File: src/rtl/mul_div_unit.sv
// Iterative 32-bit signed multiply / divide unit: radix-2 Booth multiply and
// non-restoring divide on magnitudes, 34-cycle latency from start to done.
module mul_div_unit #(
    parameter int unsigned WIDTH = 32
) (
    input  logic             clock,
    input  logic             clear,
    input  logic             start,
    input  logic             op,
    input  logic [WIDTH-1:0] a,
    input  logic [WIDTH-1:0] b,
    output logic             busy,
    output logic             done,
    output logic [WIDTH-1:0] zhigh,
    output logic [WIDTH-1:0] zlow,
    output logic             div_by_zero
);

    localparam int unsigned CW = $clog2(WIDTH);
    localparam int unsigned RW = WIDTH + 2;

    typedef enum logic [1:0] {
        IDLE  = 2'd0,
        RUN   = 2'd1,
        FIXUP = 2'd2,
        DONE  = 2'd3
    } state_t;

    state_t            state;
    state_t            state_nx;
    logic [CW-1:0]     cnt;
    logic              op_q;
    logic              a_neg;
    logic              b_neg;
    logic              b_zero;
    logic [WIDTH-1:0]  a_q;
    logic [RW-1:0]     m_q;
    logic [RW-1:0]     acc;
    logic [WIDTH-1:0]  qr;
    logic              qm1;

    logic [RW-1:0]     sum;
    logic [RW-1:0]     shifted;
    logic [RW-1:0]     acc_nx;
    logic [WIDTH-1:0]  qr_nx;
    logic              qm1_nx;
    logic [WIDTH-1:0]  rem;
    logic [WIDTH-1:0]  q_fix;
    logic [WIDTH-1:0]  r_fix;
    logic [WIDTH-1:0]  hi_fix;
    logic [WIDTH-1:0]  lo_fix;

    function automatic logic [WIDTH-1:0] mag(input logic [WIDTH-1:0] v);
        return v[WIDTH-1] ? -v : v;
    endfunction

    // State register
    always_ff @(posedge clock) begin
        if (!clear) begin
            state <= IDLE;
        end else begin
            state <= state_nx;
        end
    end

    // Next-state logic
    always_comb begin
        state_nx = state;
        case (state)
            IDLE:    if (start) state_nx = RUN;
            RUN:     if (cnt == CW'(WIDTH - 1)) state_nx = FIXUP;
            FIXUP:   state_nx = DONE;
            DONE:    state_nx = IDLE;
            default: state_nx = IDLE;
        endcase
    end

    // Status outputs registered from the next state so they track the FSM exactly
    always_ff @(posedge clock) begin
        if (!clear) begin
            busy <= 1'b0;
            done <= 1'b0;
        end else begin
            busy <= (state_nx == RUN) || (state_nx == FIXUP);
            done <= (state_nx == DONE);
        end
    end

    // One radix-2 step: Booth add/sub + arithmetic shift, or non-restoring shift + add/sub
    always_comb begin
        sum     = '0;
        shifted = '0;
        acc_nx  = acc;
        qr_nx   = qr;
        qm1_nx  = qm1;
        if (op_q) begin
            shifted = {acc[RW-2:0], qr[WIDTH-1]};
            sum     = acc[RW-1] ? (shifted + m_q) : (shifted - m_q);
            acc_nx  = sum;
            qr_nx   = {qr[WIDTH-2:0], ~sum[RW-1]};
        end else begin
            case ({qr[0], qm1})
                2'b01:   sum = acc + m_q;
                2'b10:   sum = acc - m_q;
                default: sum = acc;
            endcase
            acc_nx = {sum[RW-1], sum[RW-1:1]};
            qr_nx  = {sum[0], qr[WIDTH-1:1]};
            qm1_nx = qr[0];
        end
    end

    // Final correction: remainder restore, sign fix, divide-by-zero override
    always_comb begin
        rem    = acc[RW-1] ? WIDTH'(acc + m_q) : acc[WIDTH-1:0];
        q_fix  = (a_neg ^ b_neg) ? -qr : qr;
        r_fix  = a_neg ? -rem : rem;
        hi_fix = acc[WIDTH-1:0];
        lo_fix = qr;
        if (op_q) begin
            if (b_zero) begin
                hi_fix = a_q;
                lo_fix = '1;
            end else begin
                hi_fix = r_fix;
                lo_fix = q_fix;
            end
        end
    end

    // Datapath registers
    always_ff @(posedge clock) begin
        if (!clear) begin
            cnt         <= '0;
            op_q        <= 1'b0;
            a_neg       <= 1'b0;
            b_neg       <= 1'b0;
            b_zero      <= 1'b0;
            a_q         <= '0;
            m_q         <= '0;
            acc         <= '0;
            qr          <= '0;
            qm1         <= 1'b0;
            zhigh       <= '0;
            zlow        <= '0;
            div_by_zero <= 1'b0;
        end else begin
            case (state)
                IDLE: begin
                    if (start) begin
                        cnt         <= '0;
                        op_q        <= op;
                        a_neg       <= a[WIDTH-1];
                        b_neg       <= b[WIDTH-1];
                        b_zero      <= (b == '0);
                        a_q         <= a;
                        acc         <= '0;
                        qm1         <= 1'b0;
                        div_by_zero <= 1'b0;
                        if (op) begin
                            qr  <= mag(a);
                            m_q <= {{(RW - WIDTH){1'b0}}, mag(b)};
                        end else begin
                            qr  <= b;
                            m_q <= {{(RW - WIDTH){a[WIDTH-1]}}, a};
                        end
                    end
                end
                RUN: begin
                    acc <= acc_nx;
                    qr  <= qr_nx;
                    qm1 <= qm1_nx;
                    cnt <= cnt + CW'(1);
                end
                FIXUP: begin
                    zhigh <= hi_fix;
                    zlow  <= lo_fix;
                    if (op_q && b_zero) begin
                        div_by_zero <= 1'b1;
                    end
                end
                default: begin
                end
            endcase
        end
    end

endmodule

File: config.mk
export PLATFORM = sky130hd
export DESIGN_NAME = mul_div_unit
export DESIGN_NICKNAME = d
export VERILOG_FILES = /design/src/rtl/mul_div_unit.sv
export SDC_FILE = /design/constraint.sdc
export NUM_CORES = 1
export LEC_CHECK = 0
export CAP_MARGIN = 20
export CORE_UTILIZATION = 61
export CTS_CLUSTER_SIZE = 14
export DETAILED_ROUTE_END_ITERATION = 8
export PLACE_DENSITY = 0.9
export SLEW_MARGIN = 10
export SYNTH_ARGS = -nofsm -noshare
export SYNTH_HDL_FRONTEND = slang
export SYNTH_SLANG_ARGS = --single-unit
File: constraint.sdc
create_clock -name clock -period 7.05 [get_ports clock]
set_input_delay 0.705 -clock clock [delete_from_list [all_inputs] [get_ports clock]]
set_output_delay 0.705 -clock clock [all_outputs]
set_load 0.01 [all_outputs]
==> out/qor.csv <==
stage,metric,value,unit
grt,antenna_found_initial,3,
yosys,synth_compound_area_frac,0.3307,
timing,finalSetupTns,0,ns
grt,grt_pass1_vias,19941,
worst_setup_path,cp_max_fo,6,
clock_network,clk_pin_slew,0.06,ns
yosys,ys_ff_latch,209,
clock_network,cts_made_buffers,24,
drt,drt_wl_total,70.58,mm
final_layout,final_nets,2894,
timing,hold_ws,0.4516,ns
yosys,synth_top_family_by_area,compound AO/OA/AOI/OAI gates,
floorplanning,start_util,0.6196,
yosys,synth_top_area_cell,dfxtp_1,
grt,grt_pass1_wl,110.6,mm
worst_hold_path,min_from,zhigh[2]$_SDFFE_PN0P_,
pwr,finalPower,4.105,mW
drt,num_vias,21803,
drt,wl_per_cell,22.50,µm
yosys,syn_inst,2732,
clock_network,cts.sinks,209,
floorplanning,rows,65,
yosys,yosys-mux-area-fraction,0.03221,
final_layout,fin_cells,3137,
clock_network,cts_tree,built,
clock_network,htreeDepth,1,
outcome,status,"complete, but fails checks",
place,hpwl,51.40,mm
timing,worstMarginPinSlew,1.071,ns
timing,fmax,0.1879,GHz
clock_network,clock_path_buffers,3,
drt,drt_iter0_drc,3048,
floorplanning,die_x,180.8,µm
clock_network,cts_resized,0,
worst_setup_path,critPathLaunchType,flop,
worst_setup_path,critPathRequiredTime,7.48,ns
place,placedCellCount,3088,
place,place.port_buffers,134,
worst_setup_path,arrival,5.75,ns
yosys,synth_top_area_share,0.2146,
timing,hold_viol_final,0,
worst_setup_path,worstRegToRegCells,15,
floorplanning,core_area,31470,µm²
yosys,synth_fa_ha_area_frac,0.07238,
yosys,ys_seq_area_frac,0.2146,
yosys,synth_area,19500,µm²
timing,setup_violations,0,
grt,grt_start_max_net_pins,95,
floorplanning,die_h,180.8,µm
drt,viasPerCell,6.950,
worst_setup_path,crit_start,m_q[0]$_SDFFE_PN0P_,
worst_hold_path,holdPathStages,2,
yosys,synth_area_leaders,"dfxtp_1 21%, a21oi_1 7.6%, ha_1 6.9%",
worst_setup_path,setup.worst_path.end_class,flop,
pwr,powerDensity,189.7,nW/µm²
worst_hold_path,hold_class,flop to flop,
clock_network,post_cts_buffers,0,
yosys,synth_flop_cell,dfxtp_1,
clock_network,clock_latency,0.54,ns
pwr,power_leakage,8.131,nW
pwr,max-vdd-ir-drop,0.0001998,V
yosys,avgSynthCellArea,7.138,µm²
timing,slew_headroom,0.2851,
outcome,violations,DRC,
worst_setup_path,path_class,flop to flop,
timing,rsz0062_at_grt,false,
place,gp_congestion,1.019,
yosys,synth_simple_gate_area_frac,0.2047,
run,drv_cap,0,
yosys,synth_edf_count,0,
yosys,synth_nets,2911,
floorplanning,pin_count,135,
timing,period_minus_slack,5.321,ns
timing,clock_skew,0.02615,ns
yosys,async_flop_share,0,
grt,grt_overflow_total,0,
clock_network,hold_buffers,0,
final_layout,area_growth,10.96,%
yosys,yosys_warnings,0,
worst_setup_path,r2r_start,m_q[0]$_SDFFE_PN0P_,
yosys,synth-xor-area-share,0.08579,
yosys,yosys.cell_types.count,83,
clock_network,clockRootBuffer,clkbuf_16,
timing,maxSlewViolCount,0,
floorplanning,dieArea,32690,µm²
timing,finalCritPeriodShare,0.7548,
drt,drtAntennaViolNets,0,
final_layout,layout-drive-gt1-share,0.04208,
drt,first_pass_iters,9,
grt,globalRouteTotalUtil,0.4188,
drt,drc_errors,1,
==> synth_stat cells, types with 7 or more instances <==
cell type,instances
a211o_1,9
a211oi_1,108
a21o_1,35
a21oi_1,297
a221o_1,7
a221oi_1,23
a22oi_1,19
a31oi_1,33
and2_1,10
and3_1,18
buf_1,23
clkbuf_1,176
dfxtp_1,209
ha_1,108
inv_1,100
mux2i_1,56
nand2_1,261
nand2b_1,32
nand3_1,37
nand4_1,24
nor2_1,286
nor2b_1,34
nor3_1,51
nor4_1,31
o2111ai_1,8
o211ai_1,43
o21a_1,9
o21ai_0,208
o21bai_1,16
o22ai_1,11
o311ai_0,13
o31a_1,9
o31ai_1,43
o41ai_1,20
or2_2,12
or3_1,21
or4_1,23
xnor2_1,93
xor2_1,98
==> sequential cells by signal, summed over array words and instances (netlist names), 2 cells and up <==
signal	count
zlow	32
acc	34
state	2
m_q	33
qr	32
zhigh	32
cnt	5
a_q	31
==> final timing paths <==
check / endpoint / slack [ns]
max: acc[32]$_SDFFE_PN0P_ / 1.73
min: zhigh[2]$_SDFFE_PN0P_ / 0.45
max reg2reg: acc[32]$_SDFFE_PN0P_ / 1.73
min reg2reg: zhigh[2]$_SDFFE_PN0P_ / 0.45
==> where the power goes <==
part           leakage, nW  switching (mW)  internal, mW
registers             1.70           0.112          1.24
clock network        0.400           0.538         0.787
logic                 6.03           0.893         0.539
==> worst max-delay path, cell delays in order, from the launching register on <==
cell	delay, ns
dfxtp_1	0.37
or4_1	0.58
or3_1	0.42
o21ai_0	0.24
xnor2_1	0.16
ha_1	0.31
a211o_1	0.32
o311ai_0	0.69
o311ai_0	0.41
a2bb2oi_1	0.26
a21o_1	0.22
o221ai_1	0.33
a21oi_1	0.17
a31oi_1	0.21
mux2_2	0.35
a22o_1	0.19
==> logic make-up after synthesis <==
kind of cell,after synthesis
AOI/OAI and AO/OA,993
buffers and inverters,306
adders and majority gates,111
DFF,209
muxes,62
xor gates and xnor gates,191
and+or+nand+nor,860
==> per-layer routing <==
layer	vias to the layer above	wire length, µm	global-route usage
met3	235	9047	0.1012
met4	2	3148	0.1737
met5	-	12	0
li1	9962	-	-
met1	10152	28350	0.5652
met2	1452	30030	0.6358
==> metrics by stage <==
| step | instance area, µm² | setup slack [ns] | util |
|---|---|---|---|
| after detailed placement | 20770 | 1.836 | 0.6601 |
| after floorplan | 19500 | 1.588 | - |
| after global placement | 20760 | 1.982 | 0.6596 |
| after CTS | 21600 | 1.823 | 0.6861 |
| final | 21640 | 1.729 | 0.6875 |
| after global routing | 21640 | 1.456 | 0.6875 |
==> cell type report <==
cell class	instances	area, µm²
Multi-Input combinational cell	2217	14170
Fill cell	2614	9837
Sequential cell	209	4190
Timing Repair Buffer	161	1558
Clock buffer	38	734.5
Tap cell	402	503.0
Inverter	102	385.4
Clock inverter	6	86.33
Antenna cell	2	5.005
==> cell usage in the layout, fill, tap and decap left out, types with 19 or more instances in the layout <==
cell,n
a211oi_1,108
a21o_1,35
a21oi_1,297
a221oi_1,23
a22oi_1,19
a31oi_1,33
buf_4,24
clkbuf_16,25
clkdlybuf4s50_1,132
dfxtp_1,206
ha_1,107
inv_1,99
mux2i_1,56
nand2_1,260
nand2b_1,32
nand3_1,37
nand4_1,24
nor2_1,285
nor2b_1,32
nor3_1,51
nor4_1,31
o211ai_1,43
o21ai_0,208
o31ai_1,43
o41ai_1,20
or3_1,21
or4_1,23
xnor2_1,93
xor2_1,98
(Power assumes the default switching activity.)
